File: config.mk
export PLATFORM = sky130hd
export DESIGN_NAME = zjh_serial_mag_cmp
export DESIGN_NICKNAME = d
export VERILOG_FILES = /design/src/rtl/zjh_cmp_pkg.sv /design/src/rtl/zjh_74HC85.sv /design/src/rtl/zjh_serial_mag_cmp.sv
export SDC_FILE = /design/constraint.sdc
export NUM_CORES = 1
export LEC_CHECK = 0
export ABC_AREA = 0
export CORE_ASPECT_RATIO = 0.8
export CORE_MARGIN = 4
export CORE_UTILIZATION = 49
export CTS_CLUSTER_SIZE = 25
export DETAILED_ROUTE_END_ITERATION = 10
export PLACE_DENSITY = 0.85
export SLEW_MARGIN = 25
export SYNTH_ARGS = -nofsm -noshare
export SYNTH_HDL_FRONTEND = slang
export SYNTH_HIERARCHICAL = 1
export SYNTH_SLANG_ARGS = --single-unit
export TNS_END_PERCENT = 10
File: constraint.sdc
create_clock -name clk -period 3.13 [get_ports clk]
set_input_delay 0.7825 -clock clk [delete_from_list [all_inputs] [get_ports clk]]
set_output_delay 0.7825 -clock clk [all_outputs]
set_load 0.03 [all_outputs]
File: src/rtl/zjh_cmp_pkg.sv
// Shared types and helpers for the serial magnitude comparator.
// Holds the FSM state type, the cascade seed and the nibble-select helper.
package zjh_cmp_pkg;

  typedef enum logic {
    IDLE = 1'b0,
    RUN  = 1'b1
  } state_t;

  // Cascade order is {gt, lt, eq}. Seeding with "equal" lets the first nibble decide alone.
  localparam logic [2:0] CASC_INIT = 3'b001;

  // Upper bound on operand width accepted by nib_sel; callers zero-extend to this width.
  localparam int MAX_WIDTH = 256;

  function automatic logic [3:0] nib_sel(input logic [MAX_WIDTH-1:0] word,
                                         input int unsigned          idx);
    return word[idx*4 +: 4];
  endfunction

endpackage

File: src/rtl/zjh_74HC85.sv
// 4-bit magnitude comparator with cascade inputs, modelled on the 74HC85.
// Purely combinational; the serial top feeds it one nibble per clock.
module zjh_74HC85 (
  input  logic [3:0] i_a,
  input  logic [3:0] i_b,
  input  logic       i_agb,
  input  logic       i_asb,
  input  logic       i_aeb,
  output logic       o_agb,
  output logic       o_asb,
  output logic       o_aeb
);

  logic w_gt_nib;
  logic w_lt_nib;
  logic w_eq_nib;

  assign w_gt_nib = (i_a > i_b);
  assign w_lt_nib = (i_a < i_b);
  assign w_eq_nib = (i_a == i_b);

  // An equal nibble passes the lower-significance verdict through.
  assign o_agb = w_gt_nib | (w_eq_nib & ~i_aeb & ~i_asb);
  assign o_asb = w_lt_nib | (w_eq_nib & ~i_aeb & ~i_agb);
  assign o_aeb = w_eq_nib & i_aeb;

endmodule

File: src/rtl/zjh_serial_mag_cmp.sv
// Serial WIDTH-bit magnitude comparator: one nibble per clock, LSB nibble first,
// through a single 74HC85 whose outputs are registered back into its cascade inputs.
module zjh_serial_mag_cmp
  import zjh_cmp_pkg::*;
#(
  parameter int WIDTH  = 16,
  parameter bit SIGNED = 1'b0
) (
  input  logic             clk,
  input  logic             rst,
  input  logic             start,
  input  logic [WIDTH-1:0] a,
  input  logic [WIDTH-1:0] b,
  output logic             busy,
  output logic             done,
  output logic             agb,
  output logic             alb,
  output logic             aeb
);

  localparam int NIB   = WIDTH / 4;
  localparam int CNT_W = $clog2(NIB);
  localparam logic [CNT_W-1:0] LAST_CNT = CNT_W'(NIB - 1);
  // Flipping the sign bit maps two's-complement order onto unsigned order.
  localparam logic [WIDTH-1:0] SIGN_MASK =
    SIGNED ? {1'b1, {(WIDTH-1){1'b0}}} : '0;

  state_t           r_state;
  state_t           w_next;
  logic [CNT_W-1:0] r_cnt;
  logic [WIDTH-1:0] r_a;
  logic [WIDTH-1:0] r_b;
  logic [2:0]       r_casc;
  logic             r_done;
  logic [2:0]       r_res;

  logic             w_accept;
  logic             w_last;
  logic [3:0]       w_nib_a;
  logic [3:0]       w_nib_b;
  logic             w_gt;
  logic             w_lt;
  logic             w_eq;

  // FSM state register
  always_ff @(posedge clk) begin
    // NOTE: sequential state always uses non-blocking assignment so every flop samples pre-edge values.
    if (rst) r_state <= IDLE;
    else     r_state <= w_next;
  end

  // FSM next-state logic
  always_comb begin
    w_next = r_state;
    case (r_state)
      IDLE: if (start)  w_next = RUN;
      RUN:  if (w_last) w_next = IDLE;
    endcase
  end

  // FSM output decode
  always_comb begin
    // NOTE: every output gets a default first so no path through the case infers a latch.
    busy     = 1'b0;
    w_accept = 1'b0;
    w_last   = 1'b0;
    case (r_state)
      IDLE: w_accept = start;
      RUN: begin
        busy   = 1'b1;
        w_last = (r_cnt == LAST_CNT);
      end
    endcase
  end

  // Operand registers: pure datapath, only ever read after a load.
  always_ff @(posedge clk) begin
    // NOTE: no reset here; the FSM guarantees r_a/r_b are loaded before they are used.
    if (w_accept) begin
      r_a <= a ^ SIGN_MASK;
      r_b <= b ^ SIGN_MASK;
    end
  end

  // Counter, cascade and result registers
  always_ff @(posedge clk) begin
    if (rst) begin
      r_cnt  <= '0;
      r_casc <= CASC_INIT;
      r_done <= 1'b0;
      r_res  <= 3'b000;
    end else begin
      r_done <= w_last;
      if (w_accept) begin
        r_cnt  <= '0;
        r_casc <= CASC_INIT;
      end else if (busy) begin
        r_casc <= {w_gt, w_lt, w_eq};
        if (!w_last) r_cnt <= r_cnt + 1'b1;
      end
      if (w_last) r_res <= {w_gt, w_lt, w_eq};
    end
  end

  assign w_nib_a = nib_sel(MAX_WIDTH'(r_a), int'(r_cnt));
  assign w_nib_b = nib_sel(MAX_WIDTH'(r_b), int'(r_cnt));

  zjh_74HC85 u_cmp (
    .i_a   (w_nib_a),
    .i_b   (w_nib_b),
    .i_agb (r_casc[2]),
    .i_asb (r_casc[1]),
    .i_aeb (r_casc[0]),
    .o_agb (w_gt),
    .o_asb (w_lt),
    .o_aeb (w_eq)
  );

  assign done = r_done;
  assign agb  = r_res[2];
  assign alb  = r_res[1];
  assign aeb  = r_res[0];

  a_result_onehot : assert property (@(posedge clk) disable iff (rst)
    r_done |-> $onehot(r_res));

endmodule
After elaboration in Yosys (flattened, before gate mapping):

Index checks and enable logic that the tools add are counted.

* memory bits (writable): 0
* memories kept: 0
* flip-flop bits (word level): 42
* ROM bits: 0
* logic and storage cells: 33
* output and inout bits: 5
* input bits: 35
* bits in latches: 0

* shift operators: 2
* add/sub/neg operators: 1
* bitwise operators: 11
* multiplexer cells: 6
* reduce and logical (&&, ||, !) cells: 2
* $lt $le $gt $ge: 2
* divide/modulo/power cells: 0
* multiply operators: 0
* equal/unequal tests: 2

Operators by type and width (count)
* 256-bit by 5-bit indexed part select with 4-bit output: 2
* 1-bit 2-to-1 mux: 5
* 1-bit inverter: 5
* 1-bit bitwise AND: 4
* 4-bit equality test: 1
* 4-bit greater-than comparator: 1
* 4-bit less-than comparator: 1
* 2-bit by 1-bit adder with 2-bit output, second input constant: 1
* 2-bit equality test, second input constant: 1
* 1-bit OR: 2
* 1-bit case mux with 2 select lines: 1
* 2-bit AND reduction: 1
* 2-bit OR reduction: 1

Longest topological paths before layout:

Gate-level depths: netlist of run 1.

* depth in word-level cells: 5
* gate-level depth with buffers: 9
* mapped depth without buffers: 8

Cells and area by module:

Netlist of run 1, hierarchy kept.

By module, submodules not included
* zjh_serial_mag_cmp: area an instance 1570.3 µm², cells an instance 88, instances 1, seq. area each 1161.1 µm²
* zjh_74HC85: area an instance 140.1 µm², cells an instance 21, instances 1, seq. area each 0.0 µm²

Worst setup path before layout of run 1:

OpenSTA, ideal clock, no wires.

* kind: input-to-reg
* start point: input port start
* end point: register r_a[0], enable pin
* path buffers: 0
* arrival: 2.191 ns
* setup slack: 0.517 ns
* cell stages on the path: 2
* required time: 2.709 ns
* setup time: 0.421 ns
* path through: inv_1 > nor2_1

* longest elaborated chain between the ends: 1

RTL lines
* start: declaration: line zjh_serial_mag_cmp.sv:11 `input logic start,`
* 1-bit 2-to-1 mux: line zjh_serial_mag_cmp.sv:67 `case (r_state)`
* via w_accept: line zjh_serial_mag_cmp.sv:37 `logic w_accept;`
* end signal: assignment: line zjh_serial_mag_cmp.sv:80 `r_a <= a ^ SIGN_MASK;`
* end: declaration: line zjh_serial_mag_cmp.sv:31 `logic [WIDTH-1:0] r_a;`

The timed path passes the listed nets, and every way through them passes these cells.
A chain may end at the register's enable or synchronous reset.

Worst setup path after layout of run 1:

* start point: register r_state
* end point: output port busy

* longest elaborated chain between the ends: 1

RTL lines
* start: declaration: line zjh_serial_mag_cmp.sv:28 `state_t r_state;`
* start signal: assignment: line zjh_serial_mag_cmp.sv:49 `else r_state <= w_next;`
* 1-bit 2-to-1 mux: line zjh_serial_mag_cmp.sv:67
* end: declaration: line zjh_serial_mag_cmp.sv:14 `output logic busy,`

No other way between the ends.

==> results of run 1 <==
cells in the mapped netlist (2+ instances only):
master	number	area share [%]
edfxtp_1	32	56
dfxtp_1	10	12
a21oi_1	9	2.6
mux4_2	8	11
nor2_1	8	1.8
inv_1	6	1.3
ha_1	5	3.7
nand2_1	4	0.88
nand3_1	3	0.88
nor2b_1	3	1.1
buf_2	2	0.59
buf_4	2	0.88
mux2i_1	2	1.2
nor3_1	2	0.59
nor3b_1	2	0.88
path summary, 6_finish.rpt:
path	startpoint	endpoint	slack, ps	cells past startpoint
min	r_res[2]	r_res[2]	460	2
max	r_state	busy	590	1
max reg2reg	r_cnt[0]	r_res[1]	710	8
min reg2reg	r_res[2]	r_res[2]	460	2
flip-flops by register name, summed over array words and instances (netlist names):
signal / cells
done: 1
r_a: 16
r_b: 16
r_casc: 3
r_cnt: 2
r_res: 3
r_state: 1
kinds of logic (layout without fill, tap and decap cells):
family                   count (synthesis)  count (layout)  share of synthesized area [%]
AND/OR/NAND/NOR                         25              25                           7.68
buffers and inverters                   12              55                           3.66
flip-flops                              42              42                           67.9
AO/OA/AOI/OAI                           14              14                           4.90
XOR/XNOR                                 1               1                          0.512
adder cells (fa/ha/maj)                  5               5                           3.66
multiplexers                            10              10                           11.7
worst reg2reg max path, stage by stage, from the launching register on:
cell and delay, ps:
dfxtp_1 540, buf_4 240, mux4_2 500, ha_1 330, nand4_1 170, nor3_1 200
a21o_1 130, nand3_1 90, a21oi_1 150
power by group through the flow:
| stage | clock network, mW | logic (mW) | registers (mW) |
|---|---|---|---|
| finish | 0.318 | 0.156 | 0.653 |
| global route | 0.359 | 0.173 | 0.656 |
| CTS | 0.327 | 0.155 | 0.653 |
| detailed placement | 0 | 0.154 | 0.666 |
| global placement | 0 | 0.149 | 0.663 |
| floorplan | 0 | 0.0956 | 0.656 |
area by class of cell:
class,count,area (um^2)
clock buffers,6,72.6
flip-flops and latches,42,1160
fillers,218,998
clock inverters,2,8.76
multi-input cells,55,489
inverters,6,22.5
well taps,40,50.0
repair buffers,41,418
through the flow:
step | setup slack [ps] | hold WS (ps) | power, mW | utilization, %
5_1_grt | 525 | 479 | 1.19 | 69.0
3_3_place_gp | 812 | 444 | 0.812 | 66.5
4_1_cts | 599 | 457 | 1.14 | 69.0
3_5_place_dp | 755 | 447 | 0.820 | 66.5
2_1_floorplan | 517 | 517 | 0.752 | -
6_report | 589 | 456 | 1.13 | 69.0
per-layer routing:
layer	up-vias	global-route usage, %	routed length, um
met5	-	0	0
met4	0	5.17	15
met3	2	6.29	242
met2	50	22.9	1350
met1	489	18.7	1240
li1	492	-	-
==> out/metrics.csv, run 1 <==
metric,value,unit
outcome,"complete, no violations",
post-cts gate resize count,0,
NetSw,0.247,mW
Vias,1033,
vias per cell,5.38,
total wire length,2850,um
initial antenna violation count,0,
Root Driver,clkbuf_8,
DRC,0,
Hold Crit Class,reg -> reg,
min cycle time layout,2540,ps
die area,4510,um^2
Pint,0.879,mW
core region area,3220,um^2
CP startpoint kind,flop,
die width,74.1,um
top_reg_cell synth,edfxtp_1,
worst path bufs/invs,1,
ANT nets after route,0,
vias in the first global route,1084,
Max Fclk,394,MHz
"Clk Latency, worst-skew pair",280,ps
Worst Setup End Kind,primary output,
Area Growth Syn to Fin,29.9,%
initial DRC count,86,
Pwr Density,507,nW/um^2
clk sinks,42,
asr flop ratio synth,0,%
share of cells above drive strength 1,11.8,%
maximum capacitance violations,0,
Mapped Area,1710,um^2
Worst-Margin Slew,583,ps
Finished Layout Cells,192,
Nets,191,
syn nets,149,
clock slew at reported path FFs,70,ps
Final HPWL DP,2170,um
TNS Setup,0,ps
Port Buf Inserts,39,
Rows,18,
crit-path cells,clkdlybuf4s50_1,
#FFs+latches synth,42,
hold_buf cts,0,
maximum clock insertion buffer count,2,
crit-path leading delay family,buffers and inverters,
dpl cell area,2140,um^2
io pins,40,
CTS Buf Count,5,
Post-CTS Setup Inserts,0,
htree depth,2,
sequential power share,58.0,%
Final Cell Area,2220,um^2
Comb power frac,13.8,%
crit path DAT,1760,ps
Critical Path Max Stage Delay,780,ps
Die Ht,60.8,um
Post-Syn Instances,109,
slowest CP cell,clkdlybuf4s50_1,
first-pass GRT wire length,4770,um
GRT Overall Usage,14.7,%
DR WL/cell,14.9,um
Final Hold Viols,0,
largest net degree at the start of global routing,29,
"Slew Viols, Final",0,
placed cells,184,
drt pass-1 iters,4,
Clk pwr share,28.2,%
Finish-stage setup viols,0,
P_leak,0.782,nW
unrepaired setup endpoints after global routing,false,
"most common cell after layout, fill and taps aside",clkdlybuf4s50_1,
Initial Util,53.1,%
Switching Fraction,21.9,%
antenna cells,0,
Slew HR,61.1,%
CTS tree,done,
WP data required,2350,ps
Setup Skew,3.22,ps
most frequent cells in the layout,"39 x clkdlybuf4s50_1, 32 x edfxtp_1, 10 x dfxtp_1",
YS warnings,6,
Setup Crit Path Kind,reg -> out,
register area share after synthesis,67.9,%
Max Fanout on Critical Path,17,
total gr overflow,0,
Post-synth EDFFs,32,
final worst path period share,81.2,%
Netlist cell types,26,
Avg Inst Size Synth,15.7,um^2
RD Place Congestion,0.752,
peak supply drop,0.341,mV
No activity file was read; power rests on OpenSTA's default activity.
==> run 2, diff against run 1 <==
==> constraint.sdc (replaced) <==
create_clock -name clk -period 2.4 [get_ports clk]
set_input_delay 0.6 -clock clk [delete_from_list [all_inputs] [get_ports clk]]
set_output_delay 0.6 -clock clk [all_outputs]
set_load 0.03 [all_outputs]
==> run 2 against run 1 <==
Cell area up 2.3%. Largest power group unchanged. Sequential cell count unchanged. Clock power up 72%. Register-to-register slack worse by 510 ps. Critical path type is now reg -> reg.
==> out/metrics.csv, run 2 (synthesis results as in run 1) <==
metric,value,unit
Initial Util,53.1,%
min cycle time layout,2200,ps
Nets,192,
vias per cell,5.30,
Die Ht,60.8,um
hold slack,469,ps
initial antenna violation count,0,
Pwr Density,707,nW/um^2
Max Fclk,455,MHz
largest net degree at the start of global routing,33,
clock slew at reported path FFs,70,ps
TNS Setup,0,ps
maximum capacitance violations,0,
CTS Buf Count,5,
first-pass GRT wire length,5130,um
Regs by FF count,"r_a: 16 flops, r_b: 16 flops",
DRC,0,
core region area,3220,um^2
Finish-stage setup viols,0,
most frequent cells in the layout,"39 x clkdlybuf4s50_1, 32 x edfxtp_1, 9 x a21oi_1, 9 x dfxtp_1, 8 x mux4_2",
Final HPWL DP,2240,um
io pins,40,
Clk pwr share,34.0,%
maximum clock insertion buffer count,2,
crit path DAT,2380,ps
RD Place Congestion,0.843,
final worst path period share,91.6,%
Area Growth Syn to Fin,32.8,%
Worst-Margin Slew,480,ps
Comb power frac,13.4,%
vias in the first global route,1117,
WP depth,8,
Hold Crit Class,reg -> reg,
slowest CP cell,mux4_2,
Post-CTS Setup Inserts,0,
ANT nets after route,0,
htree depth,2,
"Clk Latency, worst-skew pair",300,ps
total gr overflow,0,
WHS Path Cells,2,
Pint,1.26,mW
CP startpoint kind,flop,
Slew HR,67.9,%
Vias,1022,
P_leak,0.799,nW
crit-path leading delay family,multiplexers,
outcome,"complete, no violations",
crit-path cells,buf_12 > mux4_2 > ha_1 > or3b_1 > o2111ai_1 > a21oi_1 > a21oi_1 > nor2_1,
DR WL/cell,15.8,um
crit-path most repeated cell,a21oi_1,
"most common cell after layout, fill and taps aside",clkdlybuf4s50_1,
clk sinks,42,
Worst Setup End Kind,flop,
Worst Reg2Reg Path Length in Cells,8,
CTS tree,done,
Root Driver,clkbuf_8,
Port Buf Inserts,39,
Setup Crit Path Kind,reg -> reg,
unrepaired setup endpoints after global routing,false,
Critical Path Max Stage Delay,490,ps
NetSw,0.345,mW
worst path bufs/invs,1,
post-cts gate resize count,0,
initial DRC count,71,
peak supply drop,0.507,mV
hold_buf cts,0,
Switching Fraction,21.5,%
Max Fanout on Critical Path,9,
GRT Overall Usage,16.2,%
die area,4510,um^2
Rows,18,
WP data required,2580,ps
total wire length,3050,um
share of cells above drive strength 1,13.7,%
Setup Skew,2.47,ps
sequential power share,52.6,%
"Slew Viols, Final",0,
drt pass-1 iters,4,
Final Hold Viols,0,
die width,74.1,um
antenna cells,0,
-- run 2: layout make-up --
cell class                      count  area [um^2]
Sequential cell                    42         1160
Fill cell                         216          948
Multi-Input combinational cell     55          489
Timing Repair Buffer               42          438
Clock buffer                        6         72.6
Tap cell                           40         50.0
Clock inverter                      2         37.5
Inverter                            6         22.5
-- run 2: worst paths after layout --
kind | startpoint | to | slack [ps]
setup / recovery | r_cnt[0] | r_casc[2] | 200
hold / removal | r_res[0] | r_res[0] | 470
setup reg to reg | r_cnt[0] | r_casc[2] | 200
hold reg to reg | r_res[0] | r_res[0] | 470
-- run 2: stage by stage --
stage	cells	util (%)	worst slack (ps)	power (mW)	area, um^2
detailed placement	185	67.1	160	1.07	2160
global route	193	70.6	27.7	1.68	2270
floorplan	109	-	315	0.980	1710
finish	193	70.6	202	1.61	2270
CTS	193	70.5	127	1.63	2270
global placement	185	67.1	235	1.06	2160
-- run 2: power groups by stage --
stage          registers (mW)  logic (mW)  clock network (mW)
2_1_floorplan           0.855       0.125                   0
3_3_place_gp            0.859       0.205                   0
3_5_place_dp            0.862       0.213                   0
4_1_cts                 0.846       0.216               0.564
5_1_grt                 0.849       0.236               0.595
6_report                0.845       0.215               0.547
-- run 2: routing by layer --
layer | global-route usage [%] | share of wire [%] | vias up
li1 | - | - | 498
met1 | 16.6 | 39 | 487
met2 | 28.9 | 52 | 32
met3 | 8.11 | 8.0 | 5
met4 | 5.43 | 1.3 | 0
met5 | 0 | 0 | -
-- run 2: worst min-delay path: cells and delay by family, from the launching register on --
| kind | cells | cell delay, ps |
|---|---|---|
| AO/OA/AOI/OAI | 1 | 50 |
| AND/OR/NAND/NOR | 1 | 50 |
| flip-flops | 1 | 320 |
==> run 3, diff against run 2 <==
--- a/config.mk
+++ b/config.mk
@@ -12,6 +12,7 @@
 export CTS_CLUSTER_SIZE = 25
 export DETAILED_ROUTE_END_ITERATION = 10
 export PLACE_DENSITY = 0.85
+export RECOVER_POWER = 25
 export SLEW_MARGIN = 25
 export SYNTH_ARGS = -nofsm -noshare
 export SYNTH_HDL_FRONTEND = slang
==> run 3 against run 2 <==
Cell area did not move. Global-route usage unchanged. Clock skew barely moved. Largest power group unchanged. Worst setup slack about the same. Clock power about the same. Count of clock-buffer cells in the layout unchanged. Critical endpoint unchanged. Routed wire length shrank 0.20%. Maximum frequency is essentially flat. Sequential share of layout area stayed put. Critical path type unchanged.
==> out/metrics.csv, run 3 (synthesis results as in run 1) <==
metric,value,unit
outcome,"complete, no violations",
first-pass GRT wire length,5130,um
CTS Buf Count,5,
Worst Setup End Kind,flop,
Die Ht,60.8,um
core region area,3220,um^2
Post-CTS Setup Inserts,0,
total wire length,3040,um
P_leak,0.804,nW
dpl cell area,2160,um^2
peak supply drop,0.504,mV
die area,4510,um^2
htree depth,2,
Nets,192,
WP data required,2580,ps
area of the multi-input gates,489,um^2
CTS tree,done,
Area Growth Syn to Fin,32.8,%
Tot Pwr,1.60,mW
antenna cells,0,
die width,74.1,um
Vias,1022,
Fillers,216,
Reg area,1160,um^2
"Slew Viols, Final",0,
crit path DAT,2380,ps
post-cts gate resize count,0,
Max Fclk,455,MHz
vias in the first global route,1117,
Final HPWL DP,2240,um
Root Driver,clkbuf_8,
unrepaired setup endpoints after global routing,false,
Finish-stage setup viols,0,
"most common cell after layout, fill and taps aside",edfxtp_1,
Final Cell Area,2270,um^2
largest net degree at the start of global routing,33,
Hold Crit Class,reg -> reg,
clk sinks,42,
DR WL/cell,15.8,um
Pwr Density,705,nW/um^2
maximum clock insertion buffer count,2,
Max Fanout on Critical Path,9,
TNS Setup,0,ps
Initial Util,53.1,%
ANT nets after route,0,
hold_buf cts,0,
Setup Crit Path Kind,reg -> reg,
Final Util,70.6,%
most frequent cells in the layout,"32 x edfxtp_1, 20 x clkdlybuf4s50_1, 19 x dlygate4sd3_1",
CP startpoint kind,flop,
GRT Overall Usage,16.2,%
io pins,40,
maximum capacitance violations,0,
initial antenna violation count,0,
vias per cell,5.30,
total gr overflow,0,
Rows,18,
clock slew at reported path FFs,70,ps
RD Place Congestion,0.843,
Setup Skew,2.48,ps
Regs by FF count,"r_a: 16 flops, r_b: 16 flops",
share of cells above drive strength 1,13.7,%
"Clk Latency, worst-skew pair",300,ps
final worst path period share,91.6,%
initial DRC count,71,
drt pass-1 iters,4,
Slew HR,67.9,%
Final Hold Viols,0,
Port Buf Inserts,39,
min cycle time layout,2200,ps
Worst-Margin Slew,480,ps
DRC,0,
==> run 3: worst paths after layout <==
kind                            slack, ps   endpoint     start  cells after the start
worst min register to register        470   r_res[0]  r_res[0]                      2
worst max-delay path                  200  r_casc[2]  r_cnt[0]                      8
worst min-delay path                  470   r_res[0]  r_res[0]                      2
worst max register to register        200  r_casc[2]  r_cnt[0]                      8
==> run 3: cell type report <==
cell class,instances,share of cell area [%]
sequential,42,51.2
multi-input combinational,55,21.5
timing repair buffer,42,19.3
clock buffer,6,3.19
tap,40,2.20
clock inverter,2,1.65
inverter,6,0.991
==> run 3: critical path: stages (launching register included) <==
cell and delay (ps):
dfxtp_2 370, buf_12 150, mux4_2 490, ha_1 300
or3b_1 350, o2111ai_1 110, a21oi_1 120, a21oi_1 130
nor2_1 50
==> run 3: power by group <==
| part | internal (mW) | switching [mW] | total, mW | leakage, nW |
|---|---|---|---|---|
| Clock | 0.310 | 0.237 | 0.547 | 0.0514 |
| Combinational | 0.119 | 0.0898 | 0.209 | 0.366 |
| Sequential | 0.827 | 0.0184 | 0.845 | 0.387 |
==> run 3: routing by layer <==
metal	global-route usage (%)	up-vias	part of all wire (%)
li1	-	498	-
met1	16.6	487	39
met2	28.9	32	52
met3	8.11	5	7.8
met4	5.43	0	1.3
met5	0	-	0
==> run 3: per-stage QoR <==
step                hold WS (ps)  worst slack [ps]  std cells
global route                 492              27.7        193
floorplan                    517               315        109
detailed placement           462               160        185
CTS                          473               127        193
global placement             446               235        185
finish                       469               202        193
